--- config.mk ---
export PLATFORM = sky130hd
export DESIGN_NAME = fft_unload
export DESIGN_NICKNAME = d
export VERILOG_FILES = /design/src/rtl/fft_pkg.sv /design/src/rtl/fft_unload_fifo.sv /design/src/rtl/fft_unload.sv
export SDC_FILE = /design/constraint.sdc
export NUM_CORES = 1
export LEC_CHECK = 0
export CAP_MARGIN = 10
export CORE_MARGIN = 2
export CORE_UTILIZATION = 46
export DETAILED_ROUTE_END_ITERATION = 8
export MAX_ROUTING_LAYER = met4
export PLACE_DENSITY = 0.79
export SLEW_MARGIN = 25
export SYNTH_ARGS = -nofsm -noshare
export SYNTH_HDL_FRONTEND = slang
export SYNTH_SLANG_ARGS = --single-unit
export TNS_END_PERCENT = 20
--- constraint.sdc ---
create_clock -name iCLK -period 2.8 [get_ports iCLK]
set_clock_uncertainty 0.15 [all_clocks]
set_input_delay 0.7 -clock iCLK [delete_from_list [all_inputs] [get_ports iCLK]]
set_output_delay 0.7 -clock iCLK [all_outputs]
set_load 0.1 [all_outputs]
--- src/rtl/fft_pkg.sv ---
// Shared FFT definitions: bank count, default geometry, unload FSM states and
// an index bit-reversal helper.
package fft_pkg;

  localparam int unsigned BANK_NUM   = 4;
  localparam int unsigned DEF_ADDR_W = 9;
  localparam int unsigned N_POINT    = BANK_NUM * (1 << DEF_ADDR_W);

  typedef enum logic [1:0] {
    IDLE  = 2'd0,
    RUN   = 2'd1,
    DRAIN = 2'd2
  } unload_state_t;

  // Reverse the low w bits of x; bits at and above w come back as zero.
  function automatic logic [31:0] bitrev(input logic [31:0] x, input int unsigned w);
    logic [31:0] r;
    r = '0;
    for (int unsigned i = 0; i < 32; i++) begin
      if (i < w) r[5'(i)] = x[5'(w - 1 - i)];
    end
    return r;
  endfunction

endpackage

--- src/rtl/fft_unload_fifo.sv ---
// Small synchronous FIFO holding read-back samples until the consumer takes them.
// Ports: clk, rst_n (async active-low), push/wr_data, pop/rd_data (head, look-ahead),
//        full, empty, count.
module fft_unload_fifo #(
  parameter int unsigned WIDTH = 33,
  parameter int unsigned DEPTH = 4
) (
  input  logic                         clk,
  input  logic                         rst_n,
  input  logic                         push,
  input  logic [WIDTH-1:0]             wr_data,
  input  logic                         pop,
  output logic [WIDTH-1:0]             rd_data,
  output logic                         full,
  output logic                         empty,
  output logic [$clog2(DEPTH+1)-1:0]   count
);

  localparam int unsigned PTR_W = (DEPTH > 1) ? $clog2(DEPTH) : 1;
  localparam int unsigned CNT_W = $clog2(DEPTH + 1);

  logic [WIDTH-1:0] mem [DEPTH];
  logic [PTR_W-1:0] wr_ptr, rd_ptr;
  logic             push_ok, pop_ok;

  assign full    = (count == CNT_W'(DEPTH));
  assign empty   = (count == '0);
  assign push_ok = push & ~full;
  assign pop_ok  = pop & ~empty;
  assign rd_data = mem[rd_ptr];

  // Storage is reset so the head reads as zero out of reset.
  always_ff @(posedge clk or negedge rst_n) begin
    if (!rst_n) begin
      for (int unsigned i = 0; i < DEPTH; i++) mem[i] <= '0;
      wr_ptr <= '0;
      rd_ptr <= '0;
      count  <= '0;
    end else begin
      if (push_ok) begin
        mem[wr_ptr] <= wr_data;
        wr_ptr      <= (wr_ptr == PTR_W'(DEPTH - 1)) ? '0 : wr_ptr + PTR_W'(1);
      end
      if (pop_ok) begin
        rd_ptr <= (rd_ptr == PTR_W'(DEPTH - 1)) ? '0 : rd_ptr + PTR_W'(1);
      end
      case ({push_ok, pop_ok})
        2'b10:   count <= count + CNT_W'(1);
        2'b01:   count <= count - CNT_W'(1);
        default: count <= count;
      endcase
    end
  end

endmodule

--- src/rtl/fft_unload.sv ---
// FFT result reader: once the transform is done, walks all N points, reads each
// from its physical bank (after the output bank rotation) and streams complex
// samples in natural index order over valid/ready.
// Optional build macro FFT_BITREV_EN: read index is the bit-reverse of the sample
// counter so a decimation-in-frequency result still leaves in natural order.
// Ports:
//   iCLK, iRESET (async active-low)
//   iSTART, iBANK_ROT            start pulse and bank rotation (latched on start)
//   oADDR_RD, oBANK_SEL, oRD_EN  bank read request (registered)
//   iDATA_RE_0..3, iDATA_IM_0..3 bank read data, RD_LAT cycles after the request
//   oDATA_RE, oDATA_IM, oLAST, oVALID, iREADY  output stream
//   oBUSY, oDONE                 owns bank read ports / completion pulse
module fft_unload
  import fft_pkg::*;
#(
  parameter int unsigned DATA_W = 16,
  parameter int unsigned ADDR_W = DEF_ADDR_W,
  parameter int unsigned RD_LAT = 1,
  parameter int unsigned FIFO_D = 4
) (
  input  logic              iCLK,
  input  logic              iRESET,
  input  logic              iSTART,
  input  logic [1:0]        iBANK_ROT,
  output logic [ADDR_W-1:0] oADDR_RD,
  output logic [1:0]        oBANK_SEL,
  output logic              oRD_EN,
  input  logic [DATA_W-1:0] iDATA_RE_0,
  input  logic [DATA_W-1:0] iDATA_RE_1,
  input  logic [DATA_W-1:0] iDATA_RE_2,
  input  logic [DATA_W-1:0] iDATA_RE_3,
  input  logic [DATA_W-1:0] iDATA_IM_0,
  input  logic [DATA_W-1:0] iDATA_IM_1,
  input  logic [DATA_W-1:0] iDATA_IM_2,
  input  logic [DATA_W-1:0] iDATA_IM_3,
  output logic [DATA_W-1:0] oDATA_RE,
  output logic [DATA_W-1:0] oDATA_IM,
  output logic              oVALID,
  input  logic              iREADY,
  output logic              oLAST,
  output logic              oBUSY,
  output logic              oDONE
);

  localparam int unsigned K_W   = ADDR_W + 2;
  localparam int unsigned N     = BANK_NUM << ADDR_W;
  localparam int unsigned ENT_W = 2 * DATA_W + 1;
  localparam int unsigned CNT_W = $clog2(FIFO_D + 1);
  localparam int unsigned SUM_W = CNT_W + 1;
  localparam logic [K_W-1:0] K_LAST = K_W'(N - 1);

  if (RD_LAT < 1 || RD_LAT > 2) begin : g_bad_lat
    $error("fft_unload: RD_LAT must be 1 or 2");
  end
  if (FIFO_D < RD_LAT + 2) begin : g_bad_depth
    $error("fft_unload: FIFO_D must be at least RD_LAT + 2");
  end

  unload_state_t     state_q, state_d;
  logic [1:0]        rot_q, rot_d;
  logic [K_W-1:0]    k_q, k_d, j;
  logic              busy_d, done_d, issue, credit_ok;
  logic [CNT_W-1:0]  inflight_q, fifo_cnt;
  logic              last_iss_q;
  logic              pv_q [RD_LAT];
  logic [1:0]        pb_q [RD_LAT];
  logic              pl_q [RD_LAT];
  logic              push, pop, fifo_full, fifo_empty;
  logic [DATA_W-1:0] rd_re, rd_im;
  logic [ENT_W-1:0]  rd_ent;

  // Only issue a read if its sample is guaranteed a FIFO slot on return.
  assign credit_ok = (SUM_W'(fifo_cnt) + SUM_W'(inflight_q)) < SUM_W'(FIFO_D);

`ifdef FFT_BITREV_EN
  assign j = K_W'(bitrev(32'(k_q), K_W));
`else
  assign j = k_q;
`endif

  // Next-state and issue decision.
  always_comb begin
    state_d = state_q;
    rot_d   = rot_q;
    k_d     = k_q;
    busy_d  = oBUSY;
    done_d  = 1'b0;
    issue   = 1'b0;
    case (state_q)
      IDLE: begin
        if (iSTART) begin
          state_d = RUN;
          rot_d   = iBANK_ROT;
          k_d     = '0;
          busy_d  = 1'b1;
        end
      end
      RUN: begin
        if (credit_ok) begin
          issue = 1'b1;
          if (k_q == K_LAST) state_d = DRAIN;
          else               k_d     = k_q + K_W'(1);
        end
      end
      DRAIN: begin
        // The last-flagged sample is the final one; its acceptance ends the unload.
        if (pop && rd_ent[ENT_W-1]) begin
          state_d = IDLE;
          done_d  = 1'b1;
          busy_d  = 1'b0;
        end
      end
      default: state_d = IDLE;
    endcase
  end

  // FSM, issue registers and return-path sideband pipeline.
  always_ff @(posedge iCLK or negedge iRESET) begin
    if (!iRESET) begin
      state_q    <= IDLE;
      rot_q      <= '0;
      k_q        <= '0;
      oBUSY      <= 1'b0;
      oDONE      <= 1'b0;
      oRD_EN     <= 1'b0;
      oADDR_RD   <= '0;
      oBANK_SEL  <= '0;
      last_iss_q <= 1'b0;
      inflight_q <= '0;
      for (int unsigned i = 0; i < RD_LAT; i++) begin
        pv_q[i] <= 1'b0;
        pb_q[i] <= '0;
        pl_q[i] <= 1'b0;
      end
    end else begin
      state_q <= state_d;
      rot_q   <= rot_d;
      k_q     <= k_d;
      oBUSY   <= busy_d;
      oDONE   <= done_d;
      oRD_EN  <= issue;
      if (issue) begin
        oADDR_RD   <= j[K_W-1:2];
        oBANK_SEL  <= j[1:0] + rot_q;
        last_iss_q <= (k_q == K_LAST);
      end
      pv_q[0] <= oRD_EN;
      pb_q[0] <= oBANK_SEL;
      pl_q[0] <= last_iss_q;
      for (int unsigned i = 1; i < RD_LAT; i++) begin
        pv_q[i] <= pv_q[i-1];
        pb_q[i] <= pb_q[i-1];
        pl_q[i] <= pl_q[i-1];
      end
      case ({issue, push})
        2'b10:   inflight_q <= inflight_q + CNT_W'(1);
        2'b01:   inflight_q <= inflight_q - CNT_W'(1);
        default: inflight_q <= inflight_q;
      endcase
    end
  end

  assign push = pv_q[RD_LAT-1];
  assign pop  = oVALID & iREADY;

  // Select the bank whose read is returning this cycle.
  always_comb begin
    rd_re = iDATA_RE_0;
    rd_im = iDATA_IM_0;
    case (pb_q[RD_LAT-1])
      2'd1:    begin rd_re = iDATA_RE_1; rd_im = iDATA_IM_1; end
      2'd2:    begin rd_re = iDATA_RE_2; rd_im = iDATA_IM_2; end
      2'd3:    begin rd_re = iDATA_RE_3; rd_im = iDATA_IM_3; end
      default: begin rd_re = iDATA_RE_0; rd_im = iDATA_IM_0; end
    endcase
  end

  fft_unload_fifo #(
    .WIDTH (ENT_W),
    .DEPTH (FIFO_D)
  ) u_fifo (
    .clk     (iCLK),
    .rst_n   (iRESET),
    .push    (push),
    .wr_data ({pl_q[RD_LAT-1], rd_im, rd_re}),
    .pop     (pop),
    .rd_data (rd_ent),
    .full    (fifo_full),
    .empty   (fifo_empty),
    .count   (fifo_cnt)
  );

  assign oVALID   = ~fifo_empty;
  assign oLAST    = rd_ent[ENT_W-1];
  assign oDATA_IM = rd_ent[2*DATA_W-1:DATA_W];
  assign oDATA_RE = rd_ent[DATA_W-1:0];

`ifndef SYNTHESIS
  // The credit rule must keep returning reads from ever meeting a full FIFO.
  always_ff @(posedge iCLK) begin
    if (iRESET) assert (!(push && fifo_full)) else $error("fft_unload: FIFO overflow");
  end
`endif

endmodule
==> summary.txt <==
STA
  • Slew Limit Fails: 0
  • RSZ-0062 raised after global routing: false
  • Final setup violating endpoints: 0
  • Final Hold Fails: 0
  • Slew @ Worst Pin: 0.6168 ns
  • Max frequency: 374.3 MHz
  • Final min period: 2.672 ns
  • Fin crit share: 0.9542
  • Relative slew slack: 0.5888
  • Final setup TNS: 0 ns

Synth
  • Post-synth top area cell: dfrtp_1
  • Post-synth net total: 713
  • Netlist cell types: 50
  • Avg Inst Size Synth: 15.14 sq um
  • Post-synth ARST share: 1.000
  • Count leader, synth: dfrtp_1
  • Post-synth EDFFs: 0
  • Top cells by area, synth: dfrtp_1 (51%), mux2_2 (17%), mux4_2 (17%)
  • Sequential-to-total area share from yosys stat: 0.5139
  • Cell area after synthesis: 0.008569 sq mm
  • Share of the synthesized area in the top cell type: 0.5139
  • FF+latch count, synth: 176
  • Mapped Cells: 566
  • Post-synth top flop: dfrtp_1
  • Yosys warning total: 0
  • Commonest cells post-synth: dfrtp_1 (176), mux2_2 (133), mux4_2 (65)

Place
  • Port bufs: 181
  • DPL Wire Length: 13.88 mm
  • Placer Congestion: 0.7729

Finish
  • Share of cells above drive strength 1: 0.4164
  • Fill count: 1356
  • Reg area: 0.004409 sq mm
  • Synthesis-to-layout area growth: 35.76%
  • Nets@finish: 901
  • Area occupied by multi-input gates: 0.003914 sq mm

Clock tree
  • H-tree depth: 4
  • CTS clock-pin slew for the worst setup and hold paths: 0.06 ns
  • Post-CTS Setup Bufs: 0
  • CTS Buf Count: 17
  • TritonCTS clock tree: yes
  • Root buf cell: clkbuf_16
  • Worst skew pair latency: 0.42 ns
  • Clk buf depth: 2
  • Clock Sinks: 176

Floorplan
  • Die area: 0.01974 sq mm
  • I/O pin count: 182
  • Chip Height: 140.5 um
  • Core Region: 0.01815 sq mm
  • FP Rows: 49
  • Die X: 140.5 um
  • Starting Density: 0.4722

Setup path
  • Critical path endpoint category: primary output
  • RR Endpoint: j[5]$_DFFE_PN0P_
  • Flop2flop setup slack: 0.56 ns
  • Crit path max-delay cell type: dfrtp_2
  • Startpoint type of the worst setup path: flip-flop
  • CP required: 1.95 ns
  • Crit path max fanout: 17
  • WP depth: 3
  • Cells on worst reg2reg path: 7
  • Reg-to-reg startpoint: u_fifo.count[2]$_DFFE_PN0P_
  • Setup CP Type: reg2out
  • Largest stage delay, worst path: 0.54 ns
  • Critical path cell sequence: buf_6 > mux4_2 > buf_12
  • Worst Path Buf+Inv: 2
  • CP delay by family, top: flip-flops
  • Worst EP arrival: 1.82 ns

Hold path
  • Hold path depth: 0
  • Hold Path Sink: pl_q$_DFF_PN0_
  • HP Start: last_iss_q$_DFFE_PN0P_
  • Worst hold path type: reg2reg

Run
  • Max cap viols: 0

Global route
  • Largest net degree at the start of global routing: 114
  • Global-route wire length before repair: 32.54 mm
  • GRT Overall Usage: 0.2181
  • Initial antenna violation count: 3
  • Grt ovf: 0
  • Number of global-route vias before repair: 6196

Routing
  • Wirelength per Cell: 19.61 um
  • DR DRC count: 0
  • Detailed Route WL: 19.57 mm
  • Number of nets with antenna violations after routing: 0
  • Via count: 5605
  • DR iter-0 viols: 263
  • Router iterations before antenna repair: 4
  • Via density: 5.616

Status
  • Status: finished, final reports clean
## layout make-up
class	instances	area share
flip-flops and latches	176	0.3790
multi-input cells	342	0.3364
repair buffers	202	0.2015
clock buffers	17	0.03657
well taps	229	0.02463
clock inverters	14	0.01635
inverters	15	0.004840
diodes	3	0.0006453
## stage by stage
stage	hold slack (ns)	utilization	setup WS (ns)	cells	area [sq um]
6_report	0.2277	0.6411	0.1282	998	11630
5_1_grt	0.2375	0.6411	0.05598	998	11630
4_1_cts	0.2287	0.6404	0.001982	995	11620
3_5_place_dp	0.2145	0.6060	0.2274	963	11000
3_3_place_gp	0.2114	0.6060	0.2819	963	11000
2_1_floorplan	0.2035	-	0.2901	566	8569
## registers in the layout, summed over array words and instances, names as in the netlist, 2 cells and up
name and flops:
u_fifo.mem 132, j 11, oADDR_RD 9, inflight_q 3, u_fifo.count 3, oBANK_SEL 2, pb_q 2, rot_q 2
state_q 2, u_fifo.rd_ptr 2, u_fifo.wr_ptr 2
## metal layers
layer | share of wire | track usage
met1 | 0.41 | 0.2650
met2 | 0.52 | 0.3676
met3 | 0.048 | 0.04547
met4 | 0.021 | 0.07211
met5 | 0 | -
## cell families (layout without fill, tap and decap cells)
kind of cell,count (synthesis),count (layout),synth area share
other cells,0,3,0
flops,176,176,0.5139
mux,201,201,0.3491
compound gates,33,33,0.02789
fa+ha+maj,13,13,0.02073
xor+xnor,8,8,0.008177
buf+inv,48,248,0.02935
simple gates,87,87,0.05081
## worst max path at each step
| stage | from | endpoint | slack (ns) |
|---|---|---|---|
| global route | u_fifo.rd_ptr[1]$_DFFE_PN0P_ | oDATA_RE[4] | 0.06 |
| CTS | u_fifo.rd_ptr[1]$_DFFE_PN0P_ | oDATA_RE[4] | 0.002 |
| detailed placement | iREADY | u_fifo.count[2]$_DFFE_PN0P_ | 0.23 |
| floorplan | u_fifo.rd_ptr[0]$_DFFE_PN0P_ | oDATA_IM[0] | 0.29 |
| global placement | iREADY | u_fifo.count[2]$_DFFE_PN0P_ | 0.28 |
| finish | u_fifo.rd_ptr[1]$_DFFE_PN0P_ | oDATA_RE[4] | 0.13 |
## placed cells by master (no fill, tap or decap), types with 10 or more instances in the layout
cell / netlist / routed
mux2_2: 133 / 133
nand2_1: 43 / 43
inv_1: 15 / 15
clkbuf_16: 0 / 17
mux4_2: 65 / 65
dfrtp_1: 176 / 172
buf_12: 0 / 39
o21ai_0: 10 / 10
buf_4: 8 / 28
ha_1: 11 / 11
clkdlybuf4s50_1: 0 / 132
## what timing repair did
action / in CTS / in global routing
setup endpoints to repair: 0 / 17
hold buffers: 1 / 0
hold endpoints to repair: 3 / 0
gates resized for setup: 0 / 1
Power is not shown: default switching activity piles up to over one toggle a cycle in this logic, so the estimate is an artifact.
